File: src/rtl/mem_stage_hs.sv
`default_nettype none
// ============================================================================
// Module   : mem_stage_hs
// Purpose  : MEM pipeline stage with a req/ack data-memory handshake.
//            It handles byte/half/word loads and stores and sign/zero-extends
//            loaded data. Misaligned accesses are dropped and flagged. The
//            stage owns the MEM/WB output register.
// Options  : MEM_TIMEOUT_EN - aborts an access that is not acknowledged
//            within TIMEOUT_CYC REQ cycles and pulses bus_err_o.
// Revision : 1.0 - initial release
// ============================================================================
module mem_stage_hs #(
  parameter int ADDR_W      = 32,
  parameter int REG_AW      = 5,
  parameter int TIMEOUT_CYC = 15
) (
  input  logic              clk,
  input  logic              rst,
  input  logic              valid_i,
  input  logic [3:0]        mem_op_i,
  input  logic [31:0]       result_i,
  input  logic [ADDR_W-1:0] mem_addr_i,
  input  logic [31:0]       mem_wrdata_i,
  input  logic              wrn_i,
  input  logic [REG_AW-1:0] wrAddr_i,
  output logic              stall_o,
  output logic              dmem_req_o,
  output logic              dmem_we_o,
  output logic [3:0]        dmem_be_o,
  output logic [ADDR_W-1:0] dmem_addr_o,
  output logic [31:0]       dmem_wdata_o,
  input  logic              dmem_ack_i,
  input  logic [31:0]       dmem_rdata_i,
  output logic              wrn_o,
  output logic [REG_AW-1:0] wrAddr_o,
  output logic [31:0]       result_o,
  output logic              align_err_o,
  output logic              bus_err_o
);

  localparam logic [0:0] S_IDLE = 1'b0;
  localparam logic [0:0] S_REQ  = 1'b1;

  localparam logic [3:0] OP_LB  = 4'd1;
  localparam logic [3:0] OP_LBU = 4'd2;
  localparam logic [3:0] OP_LH  = 4'd3;
  localparam logic [3:0] OP_LHU = 4'd4;

  localparam logic [1:0] SZ_BYTE = 2'd0;
  localparam logic [1:0] SZ_HALF = 2'd1;
  localparam logic [1:0] SZ_WORD = 2'd2;

  logic [0:0]        r_state;
  logic              r_req;
  logic              r_we;
  logic [3:0]        r_be;
  logic [ADDR_W-1:0] r_addr;
  logic [31:0]       r_wdata;
  logic [3:0]        r_op;
  logic [1:0]        r_lane;
  logic              r_load;
  logic              r_wrn;
  logic [REG_AW-1:0] r_wa;
  logic              r_wrn_o;
  logic [REG_AW-1:0] r_wa_o;
  logic [31:0]       r_res;
  logic              r_align_err;

  logic              w_is_load;
  logic              w_is_store;
  logic              w_is_mem;
  logic [1:0]        w_size;
  logic [1:0]        w_lane;
  logic              w_misalign;
  logic              w_start;
  logic [3:0]        w_be;
  logic [31:0]       w_wdata;
  logic [7:0]        w_byte;
  logic [15:0]       w_half;
  logic [31:0]       w_ld_data;
  logic              w_tmo;

  // Decode the op code into direction and access size
  always_comb begin
    w_is_load  = 1'b0;
    w_is_store = 1'b0;
    w_size     = SZ_WORD;
    case (mem_op_i)
      4'd1, 4'd2: begin w_is_load  = 1'b1; w_size = SZ_BYTE; end
      4'd3, 4'd4: begin w_is_load  = 1'b1; w_size = SZ_HALF; end
      4'd5:       begin w_is_load  = 1'b1; w_size = SZ_WORD; end
      4'd9:       begin w_is_store = 1'b1; w_size = SZ_BYTE; end
      4'd10:      begin w_is_store = 1'b1; w_size = SZ_HALF; end
      4'd11:      begin w_is_store = 1'b1; w_size = SZ_WORD; end
      default:    ;
    endcase
  end

  assign w_is_mem   = w_is_load | w_is_store;
  assign w_lane     = mem_addr_i[1:0];
  assign w_misalign = ((w_size == SZ_HALF) && w_lane[0]) ||
                      ((w_size == SZ_WORD) && (w_lane != 2'b00));
  assign w_start    = valid_i & w_is_mem & ~w_misalign;

  // Byte enables and lane-replicated store data for the current access
  always_comb begin
    w_be    = 4'b1111;
    w_wdata = mem_wrdata_i;
    case (w_size)
      SZ_BYTE: begin
        w_be    = 4'b0001 << w_lane;
        w_wdata = {4{mem_wrdata_i[7:0]}};
      end
      SZ_HALF: begin
        w_be    = w_lane[1] ? 4'b1100 : 4'b0011;
        w_wdata = {2{mem_wrdata_i[15:0]}};
      end
      default: ;
    endcase
  end

  // Pick the addressed byte/half out of the read word and extend it
  always_comb begin
    case (r_lane)
      2'd0:    w_byte = dmem_rdata_i[7:0];
      2'd1:    w_byte = dmem_rdata_i[15:8];
      2'd2:    w_byte = dmem_rdata_i[23:16];
      default: w_byte = dmem_rdata_i[31:24];
    endcase
    w_half = r_lane[1] ? dmem_rdata_i[31:16] : dmem_rdata_i[15:0];
    case (r_op)
      OP_LB:   w_ld_data = {{24{w_byte[7]}}, w_byte};
      OP_LBU:  w_ld_data = {24'd0, w_byte};
      OP_LH:   w_ld_data = {{16{w_half[15]}}, w_half};
      OP_LHU:  w_ld_data = {16'd0, w_half};
      default: w_ld_data = dmem_rdata_i;
    endcase
  end

`ifdef MEM_TIMEOUT_EN
  localparam int CNT_W = ($clog2(TIMEOUT_CYC + 1) > 4) ? $clog2(TIMEOUT_CYC + 1) : 4;

  logic [CNT_W-1:0] r_cnt;
  logic             r_bus_err;

  // The limit is hit in the REQ cycle that would be the TIMEOUT_CYC-th without ack
  assign w_tmo = (r_state == S_REQ) && !dmem_ack_i &&
                 (r_cnt == CNT_W'(TIMEOUT_CYC - 1));

  // Count REQ cycles without ack; held at zero while idle so each access starts fresh
  always_ff @(posedge clk) begin
    if (!rst) begin
      r_cnt     <= '0;
      r_bus_err <= 1'b0;
    end else begin
      r_bus_err <= w_tmo;
      if (r_state == S_IDLE) begin
        r_cnt <= '0;
      end else if (!dmem_ack_i) begin
        r_cnt <= r_cnt + 1'b1;
      end
    end
  end

  assign bus_err_o = r_bus_err;
`else
  logic w_unused_cfg;

  assign w_unused_cfg = (TIMEOUT_CYC != 0);
  assign w_tmo        = 1'b0;
  assign bus_err_o    = 1'b0;
`endif

  assign stall_o = (r_state == S_IDLE) ? w_start : (~dmem_ack_i & ~w_tmo);

  // Handshake FSM plus the MEM/WB output register
  always_ff @(posedge clk) begin
    if (!rst) begin
      r_state     <= S_IDLE;
      r_req       <= 1'b0;
      r_we        <= 1'b0;
      r_be        <= 4'd0;
      r_addr      <= '0;
      r_wdata     <= 32'd0;
      r_op        <= 4'd0;
      r_lane      <= 2'd0;
      r_load      <= 1'b0;
      r_wrn       <= 1'b0;
      r_wa        <= '0;
      r_wrn_o     <= 1'b0;
      r_wa_o      <= '0;
      r_res       <= 32'd0;
      r_align_err <= 1'b0;
    end else begin
      r_align_err <= 1'b0;
      case (r_state)
        S_IDLE: begin
          if (valid_i && w_is_mem) begin
            r_wrn_o <= 1'b0;
            if (w_misalign) begin
              r_align_err <= 1'b1;
            end else begin
              r_state <= S_REQ;
              r_req   <= 1'b1;
              r_we    <= w_is_store;
              r_be    <= w_be;
              r_addr  <= {mem_addr_i[ADDR_W-1:2], 2'b00};
              r_wdata <= w_wdata;
              r_op    <= mem_op_i;
              r_lane  <= w_lane;
              r_load  <= w_is_load;
              r_wrn   <= wrn_i;
              r_wa    <= wrAddr_i;
            end
          end else begin
            r_wrn_o <= valid_i & wrn_i;
            r_wa_o  <= wrAddr_i;
            r_res   <= result_i;
          end
        end
        default: begin
          if (dmem_ack_i) begin
            r_req   <= 1'b0;
            r_state <= S_IDLE;
            if (r_load) begin
              r_wrn_o <= r_wrn;
              r_wa_o  <= r_wa;
              r_res   <= w_ld_data;
            end else begin
              r_wrn_o <= 1'b0;
            end
          end else begin
            r_wrn_o <= 1'b0;
            if (w_tmo) begin
              r_req   <= 1'b0;
              r_state <= S_IDLE;
            end
          end
        end
      endcase
    end
  end

  assign dmem_req_o   = r_req;
  assign dmem_we_o    = r_we;
  assign dmem_be_o    = r_be;
  assign dmem_addr_o  = r_addr;
  assign dmem_wdata_o = r_wdata;
  assign wrn_o        = r_wrn_o;
  assign wrAddr_o     = r_wa_o;
  assign result_o     = r_res;
  assign align_err_o  = r_align_err;

endmodule
`default_nettype wire

File: config.mk
export PLATFORM = sky130hd
export DESIGN_NAME = mem_stage_hs
export DESIGN_NICKNAME = d
export VERILOG_FILES = /design/src/rtl/mem_stage_hs.sv
export SDC_FILE = /design/constraint.sdc
export NUM_CORES = 1
export LEC_CHECK = 0
export CAP_MARGIN = 20
export CORE_MARGIN = 3
export CORE_UTILIZATION = 46
export DETAILED_ROUTE_END_ITERATION = 8
export PLACE_DENSITY_LB_ADDON = 0.05
export SYNTH_ARGS = -nofsm -noshare
export SYNTH_HDL_FRONTEND = slang
export SYNTH_SLANG_ARGS = --single-unit
export TNS_END_PERCENT = 1
File: constraint.sdc
create_clock -name clk -period 3.95 [get_ports clk]
set_clock_uncertainty 0.1 [all_clocks]
set_input_delay 0.5925 -clock clk [delete_from_list [all_inputs] [get_ports clk]]
set_output_delay 0.5925 -clock clk [all_outputs]
set_load 0.05 [all_outputs]
==> run_results.csv <==
group,metric,value,unit
global_route,grt_start_max_net_pins,118,
logic_synthesis,synth_seq_cells,121,
clock_network,clkSlewWorstSetupHoldPaths,0.05,ns
min_path,hold_path.class,"reg -> reg",
timing,pin_slew_with_the_least_headroom_to_its_limit,1.04,ns
layout,final_instance_area,8900,µm²
placement,placed_cell_area,8280,µm²
timing,max_freq,0.306,GHz
worst_setup_path,crit_path_max_fanout,10,
layout,filler_cell_count,936,
detailed_routing,via_per_inst,5.57,
layout,finalNonFillerCells,1065,
detailed_routing,dr_total_vias,5937,
worst_setup_path,worstSetupStartpointType,"input port",
layout,diodes,0,
detailed_routing,remaining_drc_errors,0,
clock_network,cts-buffers-inserted,17,
detailed_routing,route.final.wire_length,19100,µm
die,floorplan.die_area,14000,µm²
layout,final_cell_mix,"clkdlybuf4s50_1 (247), nand2_1 (126), dfxtp_1 (120)",
clock_network,post_cts_resize_count,0,
global_route,number_of_antenna_violations_at_the_first_check_in_global_routing,0,
worst_setup_path,cell_by_cell_listing_of_the_critical_path,"clkdlybuf4s50_1 > or4b_4 > a21oi_2 > o31ai_4 > o21ai_0 > buf_12",
placement,place_inst,1034,
global_route,first_pass_grt_wire_length,30100,µm
logic_synthesis,synth-edff-count,0,
logic_synthesis,netlist_instances,669,
clock_network,clockRootBuffer,"clkbuf_16",
worst_setup_path,critical_path.n_buffers_inverters,2,
worst_setup_path,ff_to_ff_setup_slack,1.36,ns
die,floorplan.die.width,118,µm
pwr,powerDensity,436,nW/µm²
timing,tns,0,ns
logic_synthesis,syn-cell-area,5800,µm²
timing,maxSlewHeadroom,30.8,%
clock_network,clock_insertion_delay_worst_skew,0.41,ns
global_route,track_usage,26.6,%
timing,final-hold-violation-count,0,
die,floorplan.initialDensity,47.7,%
die,ioPinCount,253,
layout,final_util,73.2,%
logic_synthesis,ys_seq_area_share,41.7,%
placement,dpl_wire_length,13600,µm
timing,timing_max_transition_violations_final,0,
logic_synthesis,synthesis.area_per_instance,8.68,µm²
timing,period_minus_slack,3.27,ns
pwr,power_leakage,3.41,nW
logic_synthesis,yosysWarningCount,0,
placement,io_buffer_count,249,
clock_network,postCtsSetupBuffers,0,
worst_setup_path,crit_slowest_cell,"clkdlybuf4s50_1",
logic_synthesis,synthDistinctLibCells,59,
global_route,globalRoute.totalOverflow,0,
die,std_cell_rows,40,
timing,finalCritPeriodShare,82.8,%
detailed_routing,antenna_violating_nets_post_route,0,
pwr,vdd_ir_drop_max,0.000269,V
detailed_routing,detail_route.first_pass.iterations,5,
layout,flow.area_growth_from_synthesis,53.4,%
layout,final_common_cell,"clkdlybuf4s50_1",
placement,gp_routability_congestion,0.855,
clock_network,cts_tree,"done",
worst_setup_path,worst_setup_path_end_kind,"primary output",
worst_setup_path,critical_path_class,"in -> out",
worst_setup_path,biggest_cell_delay_along_the_critical_path,0.69,ns
timing,setup-violations-final,0,
detailed_routing,drt_first_iter_violations,505,
flow_run,drv_cap,0,
clock_network,h-tree-depth,4,
layout,fraction_of_layout_cells_with_a_size_suffix_above_1,7.80,%
status,outcome,"finished clean",
logic_synthesis,postSynth.asyncResetShare,0,%
clock_network,ctsHoldBuffers,0,
clock_network,cts-root-to-sink-buffers,2,
die,chipHeight,118,µm
timing,grt_setup_unrepaired,"false",
worst_setup_path,critical-path-top-delay-family,"buffers and inverters",
die,floorplan.core_area,12200,µm²
clock_network,clock-sinks,121,
detailed_routing,final_routed_wire_length_divided_by_cell_count,17.9,µm
pwr,total_power,0.00388,W
worst_setup_path,critical_path_required,3.26,ns
global_route,first_global_vias,5790,
logic_synthesis,synth_top_flop_cell,"dfxtp_1",
layout,number_of_nets_in_the_layout,1028,
worst_setup_path,critical_path_arrival,2.58,ns
[path summary, 6_finish.rpt]
check,to,from,cells after the start
max,stall_o,mem_op_i[2],6
min,dmem_addr_o[13],dmem_addr_o[13],2
max reg2reg,result_o[23],r_lane[1],5
min reg2reg,dmem_addr_o[13],dmem_addr_o[13],2
[per-stage QoR]
step | hold WS (ns) | setup WS (ns)
global placement | 0.339 | 0.449
CTS | 0.353 | 0.611
detailed placement | 0.346 | 0.199
floorplan | 0.334 | 1.04
global route | 0.362 | 0.624
finish | 0.351 | 0.678
[area by class of cell]
type                    instances  area (µm²)  area share (%)
inverters                      19        71.3           0.801
clock inverters                 7         115            1.29
flip-flops and latches        121        2420            27.2
multi-input cells             470        3010            33.8
well taps                     168         210            2.36
clock buffers                  23         498            5.59
repair buffers                257        2570            28.9
[per-layer routing]
metal | GRT usage [%] | vias up | wire length [µm]
met5 | 0 | - | 0
met4 | 9.82 | 0 | 436
met3 | 9.47 | 34 | 1770
met2 | 44.8 | 296 | 9460
met1 | 31.0 | 2783 | 7410
li1 | - | 2824 | -
[synthesized netlist by cell type (2+ instances only)]
| cell type | instances | area share [%] |
|---|---|---|
| nand2_1 | 126 | 8.1 |
| dfxtp_1 | 121 | 42 |
| a21boi_1 | 51 | 6.6 |
| a21oi_1 | 49 | 4.2 |
| nor2_1 | 33 | 2.1 |
| mux2i_1 | 31 | 5.3 |
| o21ai_0 | 31 | 2.7 |
| clkbuf_1 | 24 | 1.6 |
| buf_2 | 20 | 1.7 |
| inv_1 | 18 | 1.2 |
| a222oi_1 | 15 | 2.6 |
| o211a_1 | 15 | 2.6 |
| buf_4 | 14 | 1.8 |
| nand3_1 | 9 | 0.78 |
| o21ai_1 | 9 | 0.78 |
| o32ai_2 | 9 | 2.5 |
| and2_1 | 8 | 0.86 |
| mux2_2 | 8 | 1.6 |
| and3_1 | 7 | 0.75 |
| o211ai_1 | 7 | 0.91 |
| o32ai_1 | 7 | 1.1 |
| nand2b_1 | 6 | 0.65 |
| o221ai_1 | 6 | 0.91 |
| a32o_1 | 4 | 0.69 |
| buf_6 | 3 | 0.58 |
| a41o_1 | 2 | 0.34 |
| nor3_1 | 2 | 0.17 |
| o31ai_1 | 2 | 0.26 |
| or3b_1 | 2 | 0.30 |
[cells by family after synthesis]
family | after synthesis | synth area share (%)
buffers and inverters | 80 | 6.90
xor gates and xnor gates | 1 | 0.151
and+or+nand+nor | 205 | 15.7
muxes | 40 | 7.29
DFF | 121 | 41.7
other | 1 | 0.0646
AOI/OAI and AO/OA | 221 | 28.2
[power by group]
part           leakage [nW]  switching [W]  internal, W
Clock                 0.297       0.000530      0.00107
Sequential            0.991      0.0000527      0.00131
Combinational          2.12       0.000550     0.000379
Total                  3.41        0.00113      0.00275
[worst register-to-register path, delay by kind of cell, from the launching register on]
| family | cells | cell delay [ns] |
|---|---|---|
| muxes | 2 | 0.45 |
| AOI/OAI and AO/OA | 3 | 0.99 |
| DFF | 1 | 0.97 |
[flip-flops by register name, summed over array words and instances, names as in the netlist]
signal / flops
r_state: 1
r_lane: 2
dmem_wdata_o: 32
r_load: 1
dmem_we_o: 1
r_wa: 5
dmem_be_o: 4
dmem_req_o: 1
align_err_o: 1
r_wrn: 1
r_op: 4
wrn_o: 1
dmem_addr_o: 30
wrAddr_o: 5
result_o: 32
Note: power is estimated with default switching activity, not from simulation.
